**config.mk**
```make
export PLATFORM = sky130hd
export DESIGN_NAME = id_token_scanner
export DESIGN_NICKNAME = d
export VERILOG_FILES = /design/src/rtl/id_token_scanner.sv
export SDC_FILE = /design/constraint.sdc
export NUM_CORES = 1
export LEC_CHECK = 0
export ABC_AREA = 1
export CAP_MARGIN = 5
export CORE_UTILIZATION = 25
export DETAILED_ROUTE_END_ITERATION = 8
export HOLD_SLACK_MARGIN = 0.06
export PLACE_DENSITY = 0.46
export SETUP_SLACK_MARGIN = 0.15
export SKIP_CTS_REPAIR_TIMING = 1
export SLEW_MARGIN = 10
export SYNTH_ARGS = -nofsm -noshare
export SYNTH_HDL_FRONTEND = slang
export SYNTH_SLANG_ARGS = --single-unit
export TNS_END_PERCENT = 20
```
**constraint.sdc**
```tcl
create_clock -name clk -period 1.87 [get_ports clk]
set_clock_uncertainty 0.15 [all_clocks]
set_input_delay 0.2805 -clock clk [delete_from_list [all_inputs] [get_ports clk]]
set_output_delay 0.2805 -clock clk [all_outputs]
set_load 0.05 [all_outputs]
```
**src/rtl/id_token_scanner.sv**
```systemverilog
// Streaming identifier-token scanner: classifies bytes, tracks alnum runs,
// flags identifier digits and reports the length of each terminated identifier.
//
// state      | meaning
// -----------+------------------------------------------
// S_IDLE     | outside any alphanumeric run
// S_NUMRUN   | run so far contains only digits
// S_ID_ALPHA | identifier run, last char was a letter
// S_ID_DIGIT | identifier run, last char was a digit
module id_token_scanner #(
  parameter bit          ALLOW_UNDERSCORE = 1'b1,
  parameter int unsigned MIN_DIGITS       = 1,
  parameter int unsigned LEN_W            = 6,
  parameter int unsigned DRUN_W           = 4
) (
  input  logic             clk,
  input  logic             rst_n,
  input  logic             char_valid,
  input  logic [7:0]       char,
  output logic             out_valid,
  output logic             match,
  output logic             token_done,
  output logic [LEN_W-1:0] token_len,
  output logic             len_ovf
);

  typedef enum logic [1:0] {
    S_IDLE     = 2'd0,
    S_NUMRUN   = 2'd1,
    S_ID_ALPHA = 2'd2,
    S_ID_DIGIT = 2'd3
  } state_t;

  localparam logic [LEN_W-1:0]  LEN_MAX  = '1;
  localparam logic [DRUN_W-1:0] DRUN_MAX = '1;
  localparam logic [DRUN_W:0]   MIN_D    = (DRUN_W+1)'(MIN_DIGITS);

  state_t            state_q, state_d;
  logic [LEN_W-1:0]  len_q, len_d;
  logic [DRUN_W-1:0] drun_q, drun_d;
  logic              is_digit, is_alpha, in_id, digits_ok;
  logic              match_d, done_d;
  logic [LEN_W-1:0]  len_inc;
  logic [DRUN_W-1:0] drun_inc;

  always_comb begin
    is_digit  = (char >= 8'h30) && (char <= 8'h39);
    is_alpha  = ((char >= 8'h41) && (char <= 8'h5A)) ||
                ((char >= 8'h61) && (char <= 8'h7A)) ||
                (ALLOW_UNDERSCORE && (char == 8'h5F));
    in_id     = (state_q == S_ID_ALPHA) || (state_q == S_ID_DIGIT);
    // Compare one bit wider so a saturated run still satisfies the threshold.
    digits_ok = ({1'b0, drun_q} + 1'b1) >= MIN_D;
    len_inc   = (len_q == LEN_MAX) ? LEN_MAX : len_q + 1'b1;
    drun_inc  = (drun_q == DRUN_MAX) ? DRUN_MAX : drun_q + 1'b1;
  end

  always_comb begin
    state_d = state_q;
    len_d   = len_q;
    drun_d  = drun_q;
    match_d = 1'b0;
    done_d  = 1'b0;
    if (char_valid) begin
      if (is_digit) begin
        state_d = (state_q == S_IDLE || state_q == S_NUMRUN) ? S_NUMRUN : S_ID_DIGIT;
        len_d   = (state_q == S_IDLE) ? LEN_W'(1) : len_inc;
        drun_d  = drun_inc;
        match_d = in_id && digits_ok;
      end else if (is_alpha) begin
        state_d = S_ID_ALPHA;
        len_d   = (state_q == S_IDLE) ? LEN_W'(1) : len_inc;
        drun_d  = '0;
      end else begin
        state_d = S_IDLE;
        len_d   = '0;
        drun_d  = '0;
        done_d  = in_id;
      end
    end
  end

  always_ff @(posedge clk or negedge rst_n) begin
    if (!rst_n) begin
      state_q    <= S_IDLE;
      len_q      <= '0;
      drun_q     <= '0;
      out_valid  <= 1'b0;
      match      <= 1'b0;
      token_done <= 1'b0;
      token_len  <= '0;
      len_ovf    <= 1'b0;
    end else begin
      state_q    <= state_d;
      len_q      <= len_d;
      drun_q     <= drun_d;
      out_valid  <= char_valid;
      match      <= match_d;
      token_done <= done_d;
      if (done_d) begin
        token_len <= len_q;
        len_ovf   <= (len_q == LEN_MAX);
      end
    end
  end

endmodule
```
==> flow_summary_export.csv <==
group,metric,value,unit
yosys,syn_inst,162,
critical_path,worst_setup_path_end_kind,"register",
job,drv_cap,0,
final_layout,seq_area,551,sq um
final_layout,antennaDiodeCount,0,
final_layout,multiInputGateArea,639,sq um
sta,fmax,0.611,GHz
critical_path,worstPathArrival,1.64,ns
sta,slew_headroom,79.4,%
pwr,netSwitchingFraction,27.9,%
sta,hold_viol_final,0,
floorplanning,die_w,73.4,microns
clocking,cts_sinks,22,
sta,period_share,87.6,%
yosys,synthAdderAreaFrac,2.95,%
pwr,ir_drop,0.000298,V
routing,dr.pass1.iters,4,
floorplanning,initial_utilization,26.4,%
yosys,syn-cell-area,0.00127,sq mm
final_layout,utilization,33.6,%
routing,wire_per_inst,10.8,microns
routing,via_per_inst,4.31,
sta,worst_pin_slew,0.308,ns
sta,period_needed,1.64,ns
yosys,synth_simple_gate_area_share,38.0,%
floorplanning,die_h,73.4,microns
clocking,cts_buffers,3,
final_layout,drive_above_1_share,22.2,%
routing,drt_wl_total,2760,microns
critical_path,cp.required,1.87,ns
placed_design,portBuffers,20,
min_path,hp-class,"input port to async pin",
yosys,synth_top_family_by_area,"simple AND/OR/NAND/NOR gates",
grt,antenna_found_initial,0,
yosys,synthXorXnorAreaFrac,2.06,%
grt,met3_usage,3.02,%
clocking,clk_pin_slew,0.08,ns
clocking,clk_latency,0.26,ns
pwr,report.power.total,1040,uW
grt,grt_pass1_vias,1063,
sta,grt_setup_unrepaired,"true",
routing,drc,0,
placed_design,place_hpwl,2080,microns
final_layout,fillers,535,
placed_design,gp_congestion,0.799,
routing,vias,1103,
critical_path,critPathLaunchType,"register",
yosys,ys_ff_latch,22,
yosys,yosys_most_used_dff,"dfrtp_1",
grt,met2_usage,19.7,%
yosys,muxShareOfSynthArea,0,%
yosys,synth_area_per_cell,7.86,sq um
critical_path,criticalPathCategory,"register to register",
yosys,ys_top_cells_by_area,"dfrtp_1 43%, nand2_1 14%, nand3_1 6.3%",
yosys,synth_edf_count,0,
pwr,power_density,642,mW/mm^2
grt,grt_first_pass_wirelength,4660,microns
pwr,intPower,750,uW
yosys,yosys_warnings,0,
yosys,synth.distinct_cells,30,
clocking,clockBufferDepth,2,
yosys,yosysTopAreaCellShare,43.2,%
pwr,p_clk_share,32.5,%
floorplanning,ioPinCount,21,
placed_design,dpl.cell_count,252,
outcome,outcome,"finished clean",
grt,grt-ovfl-total,0,
yosys,syn_nets,176,
grt,grtUsageTotal,11.0,%
floorplanning,row_count,25,
sta,slew_violations,0,
pwr,seqPwrFrac,48.9,%
floorplanning,fp.dieArea,0.00538,sq mm
clocking,cts-root-buf,"clkbuf_8",
grt,grt_use_met1,13.7,%
floorplanning,coreArea,0.00482,sq mm
yosys,yosysSeqAreaShare,43.2,%
pwr,power_switching,290,uW
yosys,synth-compound-area-share,6.09,%
yosys,async_reset_ff_share,100,%
final_layout,area_growth,27.2,%
final_layout,final_nets,204,
critical_path,path_max_fanout,4,
yosys,synthTopCellsByCount,"46 x nand2_1, 22 x dfrtp_1, 16 x nand3_1",
final_layout,postLayoutCellArea,0.00162,sq mm
routing,ant_nets,0,
yosys,post-synth-top-count-cell,"nand2_1",
grt,grt_max_degree,23,
sta,setup_viol,0,
grt,grt_busiest_layer,"met2",
pwr,p_leak,0.000810,uW
final_layout,final_cells,256,
placed_design,place_area,0.00155,sq mm
pwr,pwr-share-comb,18.6,%
clocking,cts_tree,"built",
routing,drt_iter0_markers,32,
clocking,htree_levels,1,
yosys,yosys.area.top_type,"dfrtp_1",
## layer usage
| metal | wire, microns | share of wire, % | up-vias |
|---|---|---|---|
| met2 | 1380 | 50 | 14 |
| met3 | 85 | 3.1 | 4 |
| met4 | 34 | 1.2 | 0 |
| li1 | - | - | 566 |
| met1 | 1260 | 46 | 519 |
| met5 | 0 | 0 | - |
## layout by cell type (no fill, tap or decap)
| master | n |
|---|---|
| nand4_1 | 2 |
| nand3_2 | 1 |
| clkinv_1 | 1 |
| nor2_4 | 1 |
| a21oi_1 | 5 |
| o211ai_1 | 1 |
| o21ai_0 | 3 |
| clkdlybuf4s50_1 | 10 |
| dfrtp_1 | 22 |
| nor2_2 | 1 |
| nand2_2 | 6 |
| a21oi_2 | 1 |
| o21ai_1 | 3 |
| inv_1 | 14 |
| inv_2 | 6 |
| nor3_1 | 1 |
| xor2_1 | 3 |
| nand3_4 | 2 |
| nor2_1 | 14 |
| nand3b_1 | 1 |
| or2_1 | 1 |
| nor2_8 | 1 |
| ha_1 | 3 |
| or2_2 | 1 |
| nand2_4 | 2 |
| clkbuf_8 | 4 |
| nand2_1 | 46 |
| o22ai_1 | 1 |
| nand3_1 | 16 |
| buf_4 | 15 |
| nor4_2 | 1 |
## critical path: stages (launching register included)
cell and delay [ns]:
dfrtp_1 0.42, inv_1 0.08, ha_1 0.31, or2_2 0.29, nor4_2 0.22, nor2_1 0.06
## through the flow
step / setup TNS (ns) / hold slack (ns) / worst slack [ns]
after floorplan: 0 / -0.165 / 0.363
after global placement: -0.0261 / 0.315 / -0.0124
after detailed placement: -0.512 / 0.321 / -0.0554
after CTS: 0 / 0.226 / 0.211
after global routing: 0 / 0.259 / 0.110
final: 0 / 0.218 / 0.233
## logic make-up (layout without fill, tap and decap cells)
group,after synthesis,in the layout
flip-flops,22,22
AND/OR/NAND/NOR,97,97
AO/OA/AOI/OAI,14,14
buffers and inverters,23,50
XOR/XNOR,3,3
adder cells (fa/ha/maj),3,3
## layout make-up
| cell class | count | share of cell area (%) |
|---|---|---|
| tap | 67 | 5.17 |
| inverter | 21 | 4.86 |
| clock buffer | 4 | 3.40 |
| multi-input combinational | 117 | 39.5 |
| sequential | 22 | 34.0 |
| timing repair buffer | 25 | 13.1 |
## flip-flops by register name, indices dropped and copies added (netlist names)
signal and cells:
len_q 6, token_len 6, drun_q 4, state_q 2
len_ovf 1, match 1, out_valid 1, token_done 1
## power by group through the flow
stage | combinational [uW] | sequential [uW] | clock, uW
floorplan | 83.9 | 551 | 0
global placement | 191 | 518 | 0
detailed placement | 194 | 518 | 0
CTS | 194 | 509 | 357
global route | 212 | 512 | 372
finish | 193 | 509 | 338
## final timing paths
check,start,end,slack (ns),depth (start not counted)
hold / removal,rst_n,len_q[5],0.22,2
min in group clk,token_len[3],token_len[3],0.34,2
hold reg to reg,token_len[3],token_len[3],0.34,2
setup / recovery,drun_q[0],match,0.23,5
max in group asynchronous,rst_n,match,1.13,2
setup reg to reg,drun_q[0],match,0.23,5
(Power assumes the default switching activity.)
